$ cat config.mk
export PLATFORM = sky130hd
export DESIGN_NAME = sprite_blitter_flat
export DESIGN_NICKNAME = d
export VERILOG_FILES = /design/src/rtl/veggie_pkg.sv /design/src/rtl/sprite_blitter_if.sv /design/src/rtl/frame_addr_calc.sv /design/src/rtl/sprite_blitter.sv /design/src/flat_wrapper.sv
export SDC_FILE = /design/constraint.sdc
export NUM_CORES = 1
export LEC_CHECK = 0
export CORE_MARGIN = 3
export CORE_UTILIZATION = 48
export CTS_CLUSTER_SIZE = 25
export DETAILED_ROUTE_END_ITERATION = 8
export PLACE_DENSITY = 0.77
export REMOVE_ABC_BUFFERS = 1
export SETUP_SLACK_MARGIN = 0.2
export SYNTH_ARGS = -nofsm -noshare
export SYNTH_HDL_FRONTEND = slang
export SYNTH_HIERARCHICAL = 1
export SYNTH_SLANG_ARGS = --single-unit
$ cat constraint.sdc
create_clock -name CLOCK_50 -period 2.2 [get_ports CLOCK_50]
set_input_delay 0.33 -clock CLOCK_50 [delete_from_list [all_inputs] [get_ports CLOCK_50]]
set_output_delay 0.33 -clock CLOCK_50 [all_outputs]
set_load 0.005 [all_outputs]
$ cat src/rtl/veggie_pkg.sv
// Shared types for the veggie frame buffer: screen geometry, pixel/address types, blitter states.
// Both the sprite blitter (write side) and the VGA scan-out (read side) import this package.
package veggie_pkg;

  localparam int SCREEN_W = 640;
  localparam int SCREEN_H = 480;

  typedef logic [7:0]  pixel_t;       // RGB332
  typedef logic [18:0] frame_addr_t;  // y*640 + x

  typedef enum logic [1:0] {
    ST_IDLE,
    ST_FETCH,
    ST_DRAIN,
    ST_DONE
  } blit_state_e;

endpackage

$ cat src/rtl/sprite_blitter_if.sv
// Blit command channel between game logic (master) and the sprite blitter (slave).
interface sprite_blitter_if;

  logic        start;
  logic [10:0] dst_x;
  logic [10:0] dst_y;
  logic [15:0] spr_base;
  logic [6:0]  spr_w;
  logic [6:0]  spr_h;
  logic        busy;
  logic        done;

  modport master (
    output start, dst_x, dst_y, spr_base, spr_w, spr_h,
    input  busy, done
  );

  modport slave (
    input  start, dst_x, dst_y, spr_base, spr_w, spr_h,
    output busy, done
  );

endinterface

$ cat src/rtl/frame_addr_calc.sv
// Registered screen-coordinate check and frame-buffer address (y*640 + x by shift-add), 1-cycle latency.
module frame_addr_calc #(
  parameter int SCREEN_W = veggie_pkg::SCREEN_W,
  parameter int SCREEN_H = veggie_pkg::SCREEN_H
) (
  input  logic                    clk,
  input  logic                    srst,
  input  logic signed [11:0]      px,
  input  logic signed [11:0]      py,
  output logic                    in_bounds,
  output veggie_pkg::frame_addr_t addr
);

  import veggie_pkg::frame_addr_t;

  logic        in_bounds_next;
  frame_addr_t addr_next;

  always_comb begin
    in_bounds_next = 1'b0;
    addr_next      = '0;
    // Sign bit rules out negatives, so the upper-bound compares can be unsigned.
    in_bounds_next = !px[11] && !py[11]
                  && ($unsigned(px) < 12'(SCREEN_W))
                  && ($unsigned(py) < 12'(SCREEN_H));
    addr_next = ({8'd0, py[10:0]} << 9) + ({8'd0, py[10:0]} << 7) + {8'd0, px[10:0]};
  end

  always_ff @(posedge clk) begin
    if (srst) begin
      in_bounds <= 1'b0;
      addr      <= '0;
    end else begin
      in_bounds <= in_bounds_next;
      addr      <= addr_next;
    end
  end

endmodule

$ cat src/rtl/sprite_blitter.sv
// Copies a w x h sprite from the sprite ROM into the frame buffer, one pixel per clock, with edge clipping.
// Define BLIT_TRANSPARENCY_EN to skip pixels equal to the TRANSPARENT colour key.
module sprite_blitter #(
  parameter int          SCREEN_W    = veggie_pkg::SCREEN_W,
  parameter int          SCREEN_H    = veggie_pkg::SCREEN_H,
  parameter logic [7:0]  TRANSPARENT = 8'hE3
) (
  input  logic                  CLOCK_50,
  input  logic                  Reset,
  sprite_blitter_if.slave       cmd,
  output logic [15:0]           sprite_rdAddress,
  input  logic [7:0]            sprite_data,
  output logic [18:0]           frame_wrAddress,
  output logic [7:0]            frame_wrData,
  output logic                  frame_we
);

  import veggie_pkg::pixel_t;
  import veggie_pkg::frame_addr_t;
  import veggie_pkg::blit_state_e;
  import veggie_pkg::ST_IDLE;
  import veggie_pkg::ST_FETCH;
  import veggie_pkg::ST_DRAIN;
  import veggie_pkg::ST_DONE;

`ifdef BLIT_TRANSPARENCY_EN
  localparam logic KEY_EN = 1'b1;
`else
  localparam logic KEY_EN = 1'b0;
`endif

  blit_state_e        state_reg, state_next;
  logic [10:0]        dst_x_reg, dst_y_reg;
  logic [6:0]         w_reg, h_reg;
  logic [6:0]         sx_reg, sy_reg;
  logic [15:0]        rd_ptr_reg;
  logic               drain_cnt_reg;
  logic               last_pix;

  // Stage 1: coordinates of the pixel whose ROM data arrives next cycle.
  logic               valid1_reg;
  logic signed [11:0] px1_reg, py1_reg;

  // Stage 2: write strobe (before clipping) and pixel data, aligned with the address calc output.
  logic               we_pre_reg;
  pixel_t             data_reg;
  logic               in_bounds;
  frame_addr_t        addr_calc;
  logic               key_ok;

  assign last_pix = (sx_reg == w_reg - 7'd1) && (sy_reg == h_reg - 7'd1);
  assign key_ok   = !KEY_EN || (sprite_data != TRANSPARENT);

  always_comb begin
    state_next = state_reg;
    cmd.busy   = 1'b0;
    cmd.done   = 1'b0;
    case (state_reg)
      ST_IDLE: begin
        if (cmd.start)
          state_next = (cmd.spr_w == 7'd0 || cmd.spr_h == 7'd0) ? ST_DONE : ST_FETCH;
      end
      ST_FETCH: begin
        cmd.busy = 1'b1;
        if (last_pix) state_next = ST_DRAIN;
      end
      ST_DRAIN: begin
        cmd.busy = 1'b1;
        if (drain_cnt_reg) state_next = ST_DONE;
      end
      ST_DONE: begin
        cmd.done   = 1'b1;
        state_next = ST_IDLE;
      end
      default: state_next = ST_IDLE;
    endcase
  end

  always_ff @(posedge CLOCK_50) begin
    if (Reset) begin
      state_reg     <= ST_IDLE;
      dst_x_reg     <= '0;
      dst_y_reg     <= '0;
      w_reg         <= '0;
      h_reg         <= '0;
      sx_reg        <= '0;
      sy_reg        <= '0;
      rd_ptr_reg    <= '0;
      drain_cnt_reg <= 1'b0;
      valid1_reg    <= 1'b0;
      px1_reg       <= '0;
      py1_reg       <= '0;
      we_pre_reg    <= 1'b0;
      data_reg      <= '0;
    end else begin
      state_reg <= state_next;
      if (state_reg == ST_IDLE && cmd.start) begin
        dst_x_reg  <= cmd.dst_x;
        dst_y_reg  <= cmd.dst_y;
        w_reg      <= cmd.spr_w;
        h_reg      <= cmd.spr_h;
        rd_ptr_reg <= cmd.spr_base;
        sx_reg     <= '0;
        sy_reg     <= '0;
      end else if (state_reg == ST_FETCH) begin
        // Running pointer instead of sy*w+sx: raster order makes ROM addresses consecutive.
        rd_ptr_reg <= rd_ptr_reg + 16'd1;
        if (sx_reg == w_reg - 7'd1) begin
          sx_reg <= '0;
          sy_reg <= sy_reg + 7'd1;
        end else begin
          sx_reg <= sx_reg + 7'd1;
        end
      end
      drain_cnt_reg <= (state_reg == ST_DRAIN) && !drain_cnt_reg;

      valid1_reg <= (state_reg == ST_FETCH);
      px1_reg    <= {dst_x_reg[10], dst_x_reg} + {5'd0, sx_reg};
      py1_reg    <= {dst_y_reg[10], dst_y_reg} + {5'd0, sy_reg};

      we_pre_reg <= valid1_reg && key_ok;
      data_reg   <= sprite_data;
    end
  end

  frame_addr_calc #(
    .SCREEN_W (SCREEN_W),
    .SCREEN_H (SCREEN_H)
  ) u_addr (
    .clk       (CLOCK_50),
    .srst      (Reset),
    .px        (px1_reg),
    .py        (py1_reg),
    .in_bounds (in_bounds),
    .addr      (addr_calc)
  );

  assign sprite_rdAddress = rd_ptr_reg;
  assign frame_wrAddress  = addr_calc;
  assign frame_wrData     = data_reg;
  assign frame_we         = we_pre_reg && in_bounds;

endmodule

$ cat src/flat_wrapper.sv
// flat-port wrapper written by rule: the top's interface ports become plain ports
module sprite_blitter_flat import veggie_pkg::pixel_t; import veggie_pkg::frame_addr_t; import veggie_pkg::blit_state_e; import veggie_pkg::ST_IDLE; import veggie_pkg::ST_FETCH; import veggie_pkg::ST_DRAIN; import veggie_pkg::ST_DONE;
#(
  parameter int          SCREEN_W    = veggie_pkg::SCREEN_W,
  parameter int          SCREEN_H    = veggie_pkg::SCREEN_H,
  parameter logic [7:0]  TRANSPARENT = 8'hE3
)
  (CLOCK_50, Reset, sprite_rdAddress, sprite_data, frame_wrAddress, frame_wrData, frame_we, cmd_start, cmd_dst_x, cmd_dst_y, cmd_spr_base, cmd_spr_w, cmd_spr_h, cmd_busy, cmd_done);
  sprite_blitter_if cmd_i ();
  input  logic CLOCK_50;
  input  logic Reset;
  output logic [15:0] sprite_rdAddress;
  input  logic [7:0] sprite_data;
  output logic [18:0] frame_wrAddress;
  output logic [7:0] frame_wrData;
  output logic frame_we;
  input wire logic [$bits(cmd_i.start)-1:0] cmd_start;
  input wire logic [$bits(cmd_i.dst_x)-1:0] cmd_dst_x;
  input wire logic [$bits(cmd_i.dst_y)-1:0] cmd_dst_y;
  input wire logic [$bits(cmd_i.spr_base)-1:0] cmd_spr_base;
  input wire logic [$bits(cmd_i.spr_w)-1:0] cmd_spr_w;
  input wire logic [$bits(cmd_i.spr_h)-1:0] cmd_spr_h;
  output wire logic [$bits(cmd_i.busy)-1:0] cmd_busy;
  output wire logic [$bits(cmd_i.done)-1:0] cmd_done;
  assign cmd_i.start = cmd_start;
  assign cmd_i.dst_x = cmd_dst_x;
  assign cmd_i.dst_y = cmd_dst_y;
  assign cmd_i.spr_base = cmd_spr_base;
  assign cmd_i.spr_w = cmd_spr_w;
  assign cmd_i.spr_h = cmd_spr_h;
  assign cmd_busy = cmd_i.busy;
  assign cmd_done = cmd_i.done;
  sprite_blitter #(.SCREEN_W(SCREEN_W), .SCREEN_H(SCREEN_H), .TRANSPARENT(TRANSPARENT)) u_core (.CLOCK_50(CLOCK_50), .Reset(Reset), .cmd(cmd_i), .sprite_rdAddress(sprite_rdAddress), .sprite_data(sprite_data), .frame_wrAddress(frame_wrAddress), .frame_wrData(frame_wrData), .frame_we(frame_we));
endmodule
==> results of run 1 <==
-- through the flow --
stage	setup WS, ps	util	hold WS, ps	total power, W	setup TNS, ps
after detailed placement	-323.9	0.6129	424.5	0.005053	-1612
after floorplan	-507.3	-	396.7	0.004114	-4758
final	-165.9	0.7026	281.2	0.008117	-864.7
after global placement	-269.4	0.6129	418.9	0.004945	-1085
after global routing	-253.0	0.7026	274.4	0.008551	-1799
after CTS	-115.0	0.6818	261.3	0.007992	-603.5
-- Yosys cell counts (all sizes together), types with 7 or more instances --
master / count / area (µm²)
a211oi: 17 / 132.6
a21oi: 53 / 269.0
buf: 7 / 28.78
clkbuf: 19 / 71.32
dfxtp: 123 / 2462
ha: 43 / 538.0
inv: 26 / 97.59
nand2: 96 / 360.4
nand2b: 7 / 43.79
nand3: 14 / 70.07
nand4: 10 / 62.56
nor2: 75 / 281.5
nor2b: 31 / 193.9
nor3: 17 / 90.09
o21ai: 13 / 65.06
xnor2: 21 / 183.9
xor2: 36 / 315.3
-- area by class of cell --
type                    instances  area (µm²)
inverters                      26       97.59
fillers                       895        3602
flip-flops and latches        123        2481
well taps                     168       210.2
clock buffers                  26       519.2
multi-input cells             511        3680
clock inverters                 6       82.58
repair buffers                152        1439
-- worst max-delay path, cell delays in order (launching register included) --
cell	delay (ps)
dfxtp_2	330
inv_2	40
fa_1	550
inv_2	50
fa_2	380
a211oi_4	260
o21bai_1	120
a21oi_1	170
mux2_1	340
-- metal layers --
| metal | vias up | GRT usage |
|---|---|---|
| met5 | - | 0 |
| met4 | 0 | 0.08498 |
| met3 | 24 | 0.06679 |
| met2 | 149 | 0.3644 |
| met1 | 2507 | 0.2186 |
| li1 | 2625 | - |
-- power by group through the flow --
stage               Clock (W)  Sequential, W  Combinational [W]
floorplan                   0        0.00287            0.00124
global placement            0        0.00288            0.00206
detailed placement          0        0.00290            0.00216
CTS                   0.00282        0.00287            0.00230
global route          0.00294        0.00294            0.00268
finish                0.00278        0.00289            0.00245
-- cell families after synthesis --
| logic type | Yosys count |
|---|---|
| compound gates | 122 |
| xor+xnor | 57 |
| fa+ha+maj | 48 |
| buf+inv | 52 |
| flops | 123 |
| mux | 7 |
| simple gates | 277 |
-- worst max path at each step --
stage	slack, ps	cells after the start	start	end
6_report	-170	8	u_core/py1_reg[2]$_SDFF_PP0_	u_core/u_addr/addr[18]$_SDFF_PP0_
5_1_grt	-250	8	u_core/py1_reg[2]$_SDFF_PP0_	u_core/u_addr/addr[16]$_SDFF_PP0_
4_1_cts	-110	8	u_core/py1_reg[2]$_SDFF_PP0_	u_core/u_addr/addr[14]$_SDFF_PP0_
3_5_place_dp	-320	8	u_core/px1_reg[9]$_SDFF_PP0_	u_core/u_addr/addr[14]$_SDFF_PP0_
3_3_place_gp	-270	8	u_core/px1_reg[9]$_SDFF_PP0_	u_core/u_addr/addr[14]$_SDFF_PP0_
2_1_floorplan	-510	6	u_core/state_reg[0]$_SDFFE_PP0P_	u_core/sx_reg[0]$_SDFFE_PP0P_
-- repair_timing --
action                                  4_1_cts  5_1_grt
setup buffers                                10        6
pin swaps                                    37       43
resized for setup                            49       47
endpoints found under the setup margin       30       40
==> impl_metrics.csv, run 1 <==
group,metric,value,unit
outcome,status,"finished with violations",
outcome,violations,"negative setup slack",
cts,path_clk_slew,50,ps
drt,route.detailed.drc,0,
power_and_ir_drop,p_switching,0.002482,W
timing,fin_crit_sh,1.075,
worst_setup_path,crit_arrival,2650,ps
drt,dr_total_vias,5305,
global_route,grt_pass1_vias,5269,
cells_and_area,stdcell_area,8509,µm²
worst_setup_path,timing.rr.start,"u_core/py1_reg[2]$_SDFF_PP0_",
logic_synthesis,synth_compound_area_frac,0.1347,
logic_synthesis,syn_area,6010,µm²
min_path,hold_path_class,"primary input to flop",
logic_synthesis,yosysWarnings,6,
worst_setup_path,reg2reg_slack,-170,ps
logic_synthesis,synthSimpleGateAreaFrac,0.2201,
logic_synthesis,synth_top_family_by_area,"simple AND/OR/NAND/NOR gates",
cts,h-tree-depth,4,
placed_design,dp.cells,964,
floorplan,io_pins,109,
min_path,min_to,"u_core/py1_reg[1]$_SDFF_PP0_",
cts,cts_tree,"built",
cts,clockBufferDepth,2,
drt,routed_wl,14820,µm
global_route,grt_pass1_wl,23390,µm
floorplan,initial_core_util,0.4962,
cells_and_area,drive_gt1_frac,0.1884,
logic_synthesis,syn_area_per_cell,8.760,µm²
worst_setup_path,end_kind,"flop",
cts,cts_sinks,123,
power_and_ir_drop,switching_share,0.3057,
drt,drt-initial-drc-count,293,
job,cap_viol_max_count,0,
cts,ctsRootBufferMaster,"clkbuf_16",
worst_setup_path,worst-setup-path-type,"flop to flop",
logic_synthesis,synth_xor_area_frac,0.08307,
cells_and_area,largest_reg_flops,19,
worst_setup_path,path_max_fanout,3,
worst_setup_path,worstReg2RegEnd,"u_core/u_addr/addr[18]$_SDFF_PP0_",
floorplan,rows,40,
placed_design,detailed_place_hpwl,9710,µm
power_and_ir_drop,leakage,3.437,nW
floorplan,die_w,117.9,µm
timing,max_clock_freq,422.7,MHz
placed_design,gp_congestion,0.7982,
drt,wl_per_cell,14.65,µm
logic_synthesis,ys_seq_area_frac,0.4097,
cells_and_area,regMostFlops,"u_core/u_addr/addr",
global_route,grt_usage,0.2031,
timing,final_max_slew_viol_count,0,
cells_and_area,n_antenna_cell,0,
timing,final_hold_viol_count,0,
power_and_ir_drop,intPower,0.005635,W
placed_design,place.port_buffers,108,
power_and_ir_drop,p_seq_frac,0.356,
cells_and_area,area_growth,41.60,%
global_route,antenna_found_initial,0,
worst_setup_path,required,2490,ps
logic_synthesis,synthFlopType,"dfxtp_1",
drt,viasPerCell,5.242,
timing,fin_crit,2366,ps
drt,met2WireLength,7646,µm
timing,timing.slew.headroom,0.7277,
drt,route.met3.wl,783,µm
timing,grt_setup_unrepaired,"yes",
logic_synthesis,synth_cell_types,59,
cells_and_area,nets,942,
power_and_ir_drop,clkPwrFrac,0.342,
drt,ant_nets,0,
timing,setup_viol,9,
timing,worst_slack,-165.9,ps
power_and_ir_drop,peakVddDrop,549.2,µV
logic_synthesis,ys_seq_elements,123,
worst_setup_path,cp-start-kind,"flop",
logic_synthesis,synth.mux.area_fraction,0.01333,
timing,worst_slew_pin_slew,405.3,ps
cells_and_area,final_common_cell,"dfxtp_1",
cells_and_area,fin_cells,1012,
logic_synthesis,synth_edf_count,0,
cts,cts_made_buffers,17,
floorplan,die_h,117.9,µm
timing,fin_skew,7.926,ps
drt,drt_first_pass_iters,5,
power_and_ir_drop,p_comb_frac,0.302,
cts,cts_hold_buf,0,
floorplan,core_area,12110,µm²
cells_and_area,layout_common_cells,"dfxtp_1, clkdlybuf4s50_1, nand2_1, nor2_1, a21oi_1",
floorplan,dieArea,13900,µm²
power_and_ir_drop,power_per_cell_area,953.9,nW/µm²
placed_design,place_area,7423,µm²
global_route,grt_max_degree,85,
drt,m1WireLength,6154,µm
logic_synthesis,syn_inst,686,
min_path,min_from,"Reset",
drt,topRoutingLayerUsed,"met4",
logic_synthesis,yosys.area_share.adder,0.1062,
logic_synthesis,synthArstFlopShare,0,
min_path,hold_depth,2,
worst_setup_path,reg2regPathDepth,8,
global_route,grt_remaining_overflow,0,
cts,clk_latency,410,ps
(Power assumes the default switching activity.)
==> run 2: changes to the inputs <==
--- a/config.mk
+++ b/config.mk
@@ -11,8 +11,6 @@
 export DETAILED_ROUTE_END_ITERATION = 8
 export PLACE_DENSITY = 0.77
 export REMOVE_ABC_BUFFERS = 1
-export SETUP_SLACK_MARGIN = 0.2
 export SYNTH_ARGS = -nofsm -noshare
 export SYNTH_HDL_FRONTEND = slang
-export SYNTH_HIERARCHICAL = 1
 export SYNTH_SLANG_ARGS = --single-unit
==> run 2 against run 1 <==
  * The run still ends with negative setup slack left
  * Final cell count is 0.99% higher
  * Register-to-register slack worse by 240 ps
  * Synthesized cell count is 0.29% higher
  * Total power is 5.6% lower
  * Design area is 1.2% lower
  * Core utilization is 0.58 points lower
  * Clock skew hardly changed
  * Via count is 1.1% higher
  * Die area is 0.61% lower
  * Flip-flop and latch count stayed put
  * Sequential share of layout area is 0.23 points higher
  * Highest routed layer unchanged
==> impl_metrics.csv, run 2 <==
group,metric,value,unit
worst_setup_path,cp-start-kind,"flop",
logic_synthesis,synth_top_area_share,0.4124,
worst_setup_path,worst-path-stages,9,
logic_synthesis,syn_area_per_cell,8.678,µm²
worst_setup_path,end_kind,"flop",
cells_and_area,n_antenna_cell,0,
placed_design,gp_congestion,0.8536,
logic_synthesis,ys_seq_elements,123,
global_route,grtUsageMet3,0.04613,
logic_synthesis,syn_area,5971,µm²
power_and_ir_drop,power_per_cell_area,911.4,nW/µm²
drt,ant_nets,0,
global_route,grt_use_met1,0.2498,
logic_synthesis,synth_area_leaders,"dfxtp_1, ha_1, nand2_1",
floorplan,die_h,117.5,µm
worst_setup_path,slowest_stage,"or4_4",
timing,final_hold_viol_count,0,
cells_and_area,drive_gt1_frac,0.1721,
cells_and_area,register_area,2470,µm²
logic_synthesis,synthArstFlopShare,0,
cts,cts_hold_buf,0,
drt,wl_per_cell,14.10,µm
cells_and_area,area_growth,40.76,%
cts,clk_latency,410,ps
worst_setup_path,reg2regPathDepth,9,
cts,ctsRootBufferMaster,"clkbuf_16",
outcome,violations,"negative setup slack",
logic_synthesis,yosysWarnings,0,
floorplan,rows,40,
worst_setup_path,cp_top_family,"simple AND/OR/NAND/NOR gates",
drt,drt_first_pass_iters,5,
power_and_ir_drop,p_switching,0.002372,W
cells_and_area,layout_common_cells,"dfxtp_1, clkdlybuf4s50_1, nand2_1, nor2_1, buf_4",
placed_design,place.port_buffers,108,
cts,h-tree-depth,4,
worst_setup_path,path_max_fanout,5,
power_and_ir_drop,leakage,3.374,nW
timing,fin_crit,2603,ps
timing,fin_crit_sh,1.183,
worst_setup_path,required,2550,ps
cts,path_clk_slew,50,ps
timing,grt_setup_unrepaired,"yes",
timing,timing.slew.headroom,0.6066,
drt,dr_total_vias,5362,
placed_design,dp_slack,-558.0,ps
global_route,grt_pass1_wl,23730,µm
worst_setup_path,slowest_delay,550,ps
power_and_ir_drop,clkPwrFrac,0.330,
min_path,hold_path_class,"primary input to flop",
power_and_ir_drop,switching_share,0.3097,
placed_design,detailed_place_hpwl,9752,µm
logic_synthesis,synth_top_cells_by_count,"dfxtp_1, nand2_1, nor2_1, a21oi_1, ha_1",
floorplan,initial_core_util,0.4950,
timing,final_max_slew_viol_count,0,
cells_and_area,final_common_cell,"dfxtp_1",
floorplan,core_area,12060,µm²
power_and_ir_drop,intPower,0.005288,W
timing,max_clock_freq,384.2,MHz
global_route,grt.busiest_layer,"met2",
worst_setup_path,crit_arrival,2950,ps
cells_and_area,largest_reg_flops,19,
global_route,grt_usage,0.2057,
worst_setup_path,worstReg2RegEnd,"u_core.sy_reg[6]$_SDFFE_PP0P_",
global_route,antenna_found_initial,0,
cells_and_area,num-fill-cells,906,
global_route,grt_max_degree,57,
global_route,grt_remaining_overflow,0,
logic_synthesis,synth_cell_types,50,
logic_synthesis,synth_area_leader_cell,"dfxtp_1",
timing,setup_viol,20,
cts,cts_made_buffers,17,
timing,fin_skew,7.502,ps
worst_setup_path,timing.rr.start,"u_core.w_reg[1]$_SDFFE_PP0P_",
worst_setup_path,crit_end,"u_core.sy_reg[6]$_SDFFE_PP0P_",
floorplan,io_pins,109,
power_and_ir_drop,peakVddDrop,748.0,µV
logic_synthesis,syn_inst,688,
worst_setup_path,cp_common_cell,"or4_4",
timing,worst_slew_pin_slew,587.9,ps
global_route,grt_pass1_vias,5303,
timing,whs,343.2,ps
drt,route.detailed.drc,0,
cts,cts_sinks,123,
drt,routed_wl,14410,µm
logic_synthesis,ys_seq_area_frac,0.4124,
power_and_ir_drop,p_seq_frac,0.370,
worst_setup_path,crit_start,"u_core.w_reg[1]$_SDFFE_PP0P_",
drt,drt-initial-drc-count,323,
floorplan,dieArea,13810,µm²
worst_setup_path,critical_path_buf_inv_count,2,
outcome,status,"finished with violations",
logic_synthesis,synthFlopType,"dfxtp_1",
cells_and_area,regMostFlops,"u_core.u_addr.addr",
timing,worst_slack,-403.2,ps
cells_and_area,multi_input_area,3537,µm²
worst_setup_path,worst-setup-path-type,"flop to flop",
cells_and_area,nets,955,
cts,cts_tree,"built",
drt,viasPerCell,5.247,
job,cap_viol_max_count,0,
worst_setup_path,cp_cell_sequence,"inv_2 > ha_4 > or3b_4 > or4_4 > a222oi_1 > buf_4 > nand3_4 > or4_4 > nand2_2",
power_and_ir_drop,p_comb_frac,0.300,
worst_setup_path,reg2reg_slack,-400,ps
logic_synthesis,synth_edf_count,0,
floorplan,die_w,117.5,µm
logic_synthesis,synth_most_common_cell,"dfxtp_1",
cts,clockBufferDepth,2,
global_route,grt_util_met2,0.3468,
run 2: changes by cell type after synthesis, sizes merged, moves of 5 or more:
cell / change
clkbuf: +5
xnor2: +6
or4: +5
a21oi: -5
xor2: -9
mux2: -5
nand3: -5
run 2: area by class of cell:
type                       count  area share
timing repair buffer         168      0.1848
sequential                   123      0.2939
clock buffer                  21     0.05479
clock inverter                 8    0.008635
multi-input combinational    507      0.4209
inverter                      27     0.01206
tap                          168     0.02501
run 2: power groups by stage:
stage / combinational [W] / clock (W) / sequential (W)
2_1_floorplan: 0.00121 / 0 / 0.00283
3_3_place_gp: 0.00205 / 0 / 0.00284
3_5_place_dp: 0.00212 / 0 / 0.00286
4_1_cts: 0.00221 / 0.00256 / 0.00283
5_1_grt: 0.00254 / 0.00265 / 0.00288
6_report: 0.00230 / 0.00253 / 0.00284
run 2: cells by family (layout without fill, tap and decap cells):
family,after synthesis,after routing,synth area share
fa+ha+maj,48,48,0.1069
buf+inv,58,224,0.03646
flops,123,123,0.4124
compound gates,131,131,0.1431
mux,2,2,0.003353
simple gates,271,271,0.2148
xor+xnor,55,55,0.08298
run 2: repair_timing:
action | 4_1_cts | 5_1_grt
endpoints found under the setup margin | 27 | 37
pin swaps | 45 | 27
setup buffers | 8 | 6
hold endpoints to repair | 0 | 0
resized for setup | 36 | 40
gates cloned | 0 | 0
run 2: routing by layer:
metal	up-vias	share of wire	wire length (µm)
met5	-	0	0
met4	0	0.028	403
met3	38	0.046	661
met2	156	0.49	7075
met1	2488	0.44	6268
li1	2680	-	-
run 2: through the flow:
stage / total power [W] / cells / setup TNS (ps) / utilization / cell area [µm²]
floorplan: 0.004044 / 657 / -4945 / - / 5854
global placement: 0.004893 / 981 / -4340 / 0.6233 / 7518
detailed placement: 0.004983 / 981 / -5687 / 0.6233 / 7518
CTS: 0.007590 / 1018 / -3661 / 0.6820 / 8225
global route: 0.008077 / 1022 / -7155 / 0.6968 / 8404
finish: 0.007660 / 1022 / -5332 / 0.6968 / 8404
run 2: worst min-delay path by stage:
stage | start | slack, ps | endpoint | cells past startpoint
global placement | u_core.drain_cnt_reg$_SDFF_PP0_ | 410 | u_core.drain_cnt_reg$_SDFF_PP0_ | 1
detailed placement | u_core.px1_reg[0]$_SDFF_PP0_ | 430 | u_core.u_addr.addr[0]$_SDFF_PP0_ | 1
CTS | Reset | 330 | u_core.py1_reg[1]$_SDFF_PP0_ | 2
floorplan | u_core.drain_cnt_reg$_SDFF_PP0_ | 390 | u_core.drain_cnt_reg$_SDFF_PP0_ | 1
finish | Reset | 340 | u_core.py1_reg[1]$_SDFF_PP0_ | 2
global route | Reset | 350 | u_core.py1_reg[7]$_SDFF_PP0_ | 2
==> run 3: changes to the inputs <==
--- a/config.mk
+++ b/config.mk
@@ -6,10 +6,10 @@
 export NUM_CORES = 1
 export LEC_CHECK = 0
 export CORE_MARGIN = 3
-export CORE_UTILIZATION = 48
+export CORE_UTILIZATION = 40
 export CTS_CLUSTER_SIZE = 25
 export DETAILED_ROUTE_END_ITERATION = 8
-export PLACE_DENSITY = 0.77
+export PLACE_DENSITY = 0.66
 export REMOVE_ABC_BUFFERS = 1
 export SYNTH_ARGS = -nofsm -noshare
 export SYNTH_HDL_FRONTEND = slang
==> run 3 against run 2 <==
  * The flow still finishes with violations (negative setup slack)
  * Count of clock-buffer cells in the layout stayed put
  * Die area is 19% higher
  * Global-route usage down 3.5 points
  * Flip-flop and latch count stayed put
  * Worst setup slack improved by 59 ps
  * Routed wire length down 3.6%
  * Register-to-register slack better by 60 ps
  * Sequential power about the same
  * Largest cell class unchanged
  * Non-clock buffer count rose by 6
==> impl_metrics.csv, run 3 (synthesized netlist as in run 2, its figures left out) <==
group,metric,value,unit
worst_setup_path,end_kind,"flop",
cells_and_area,layout_common_cells,"dfxtp_1, clkdlybuf4s50_1, nand2_1, nor2_1, buf_4",
drt,drt_first_pass_iters,4,
cells_and_area,n_antenna_cell,0,
placed_design,gp_congestion,0.7984,
timing,fin_skew,5.301,ps
cells_and_area,area_growth,42.60,%
floorplan,dieArea,16430,µm²
floorplan,rows,44,
cts,clockBufferDepth,2,
timing,worst_slack,-343.7,ps
power_and_ir_drop,totalPowerFinal,0.008155,W
placed_design,place.port_buffers,108,
placed_design,dp.cells,999,
cts,path_clk_slew,60,ps
global_route,grt_usage,0.1703,
placed_design,detailed_place_hpwl,9749,µm
timing,final_max_slew_viol_count,0,
timing,timing.slew.headroom,0.6231,
power_and_ir_drop,peakVddDrop,769.7,µV
worst_setup_path,required,2550,ps
cts,cts_made_buffers,17,
global_route,grt_pass1_vias,5044,
timing,worst_slew_pin_slew,563.2,ps
cts,clk_latency,410,ps
drt,dr_total_vias,5232,
cells_and_area,drive_gt1_frac,0.1657,
worst_setup_path,slowest_delay,530,ps
global_route,grt_pass1_wl,22790,µm
timing,fin_crit,2544,ps
worst_setup_path,path_max_fanout,3,
outcome,status,"finished with violations",
timing,setup_viol,21,
drt,ant_nets,0,
drt,drt-initial-drc-count,144,
cells_and_area,regMostFlops,"u_core.u_addr.addr",
cells_and_area,final_common_cell,"dfxtp_1",
drt,wl_per_cell,13.26,µm
cells_and_area,largest_reg_flops,19,
worst_setup_path,worst-setup-path-type,"flop to flop",
placed_design,dp_slack,-590.3,ps
power_and_ir_drop,power_per_cell_area,957.8,nW/µm²
cts,h-tree-depth,4,
global_route,antenna_found_initial,0,
floorplan,core_area,14590,µm²
cells_and_area,nets,961,
cts,cts_tree,"built",
timing,fin_crit_sh,1.156,
global_route,grt_max_degree,85,
outcome,violations,"negative setup slack",
timing,final_hold_viol_count,0,
floorplan,io_pins,109,
drt,route.detailed.drc,0,
timing,grt_setup_unrepaired,"yes",
worst_setup_path,cp-start-kind,"flop",
drt,routed_wl,13880,µm
worst_setup_path,cp_cell_sequence,"inv_2 > ha_4 > or3b_4 > or4_4 > a22oi_2 > nand3_2 > o41a_1 > or3_4 > a21oi_2",
cells_and_area,fin_cells,1047,
job,cap_viol_max_count,0,
power_and_ir_drop,leakage,3.462,nW
timing,max_clock_freq,393.1,MHz
global_route,grt_remaining_overflow,0,
cts,ctsRootBufferMaster,"clkbuf_16",
min_path,hold_path_class,"primary input to flop",
cts,cts_sinks,123,
worst_setup_path,slowest_stage,"or4_4",
worst_setup_path,reg2reg_slack,-340,ps
floorplan,initial_core_util,0.4093,
drt,viasPerCell,4.997,
floorplan,die_w,128.2,µm
worst_setup_path,crit_arrival,2890,ps
floorplan,die_h,128.2,µm
[run 3: report_power, final]
part	switching, W	internal [W]
Combinational	0.00113	0.00115
Sequential	0.000270	0.00256
Clock	0.000985	0.00207
[run 3: worst max-delay path: cells and delay by family, from the launching register on]
| family | cells | cell delay, ps |
|---|---|---|
| AND/OR/NAND/NOR | 4 | 1340 |
| buffers and inverters | 1 | 60 |
| flip-flops | 1 | 320 |
| adder cells (fa/ha/maj) | 1 | 120 |
| AO/OA/AOI/OAI | 3 | 630 |
[run 3: cell type report]
| type | count | area (µm²) |
|---|---|---|
| Clock buffer | 21 | 460.4 |
| Clock inverter | 11 | 191.4 |
| Fill cell | 1261 | 6075 |
| Inverter | 27 | 101.3 |
| Multi-Input combinational cell | 507 | 3463 |
| Sequential cell | 123 | 2470 |
| Tap cell | 184 | 230.2 |
| Timing Repair Buffer | 174 | 1598 |
[run 3: repair_timing]
item / CTS / global route
resized for setup: 43 / 16
endpoints found under the setup margin: 25 / 34
pin swaps: 39 / 11
hold endpoints to repair: 0 / 0
hold buffers: 0 / 0
setup buffers: 11 / 5
[run 3: final timing paths]
path,startpoint,endpoint,cells past startpoint
max,u_core.w_reg[1]$_SDFFE_PP0P_,u_core.state_reg[0]$_SDFFE_PP0P_,9
min,Reset,u_core.py1_reg[1]$_SDFF_PP0_,2
max reg2reg,u_core.w_reg[1]$_SDFFE_PP0P_,u_core.state_reg[0]$_SDFFE_PP0P_,9
min reg2reg,u_core.drain_cnt_reg$_SDFF_PP0_,u_core.drain_cnt_reg$_SDFF_PP0_,1
[run 3: metal layers]
layer / wire, µm / global-route usage / vias to the layer above
met5: 0 / 0 / -
met4: 236 / 0.06305 / 0
met3: 732 / 0.04708 / 19
met2: 6661 / 0.2871 / 127
met1: 6254 / 0.2072 / 2383
li1: - / - / 2703
[run 3: stage by stage]
stage	TNS, ps	util	instance area [µm²]	hold slack (ps)
5_1_grt	-6397	0.5836	8514	293.4
4_1_cts	-3824	0.5774	8424	270.1
3_3_place_gp	-5042	0.5178	7553	406.2
3_5_place_dp	-6742	0.5178	7553	413.3
2_1_floorplan	-4945	-	5854	394.8
6_report	-4314	0.5836	8514	286.6
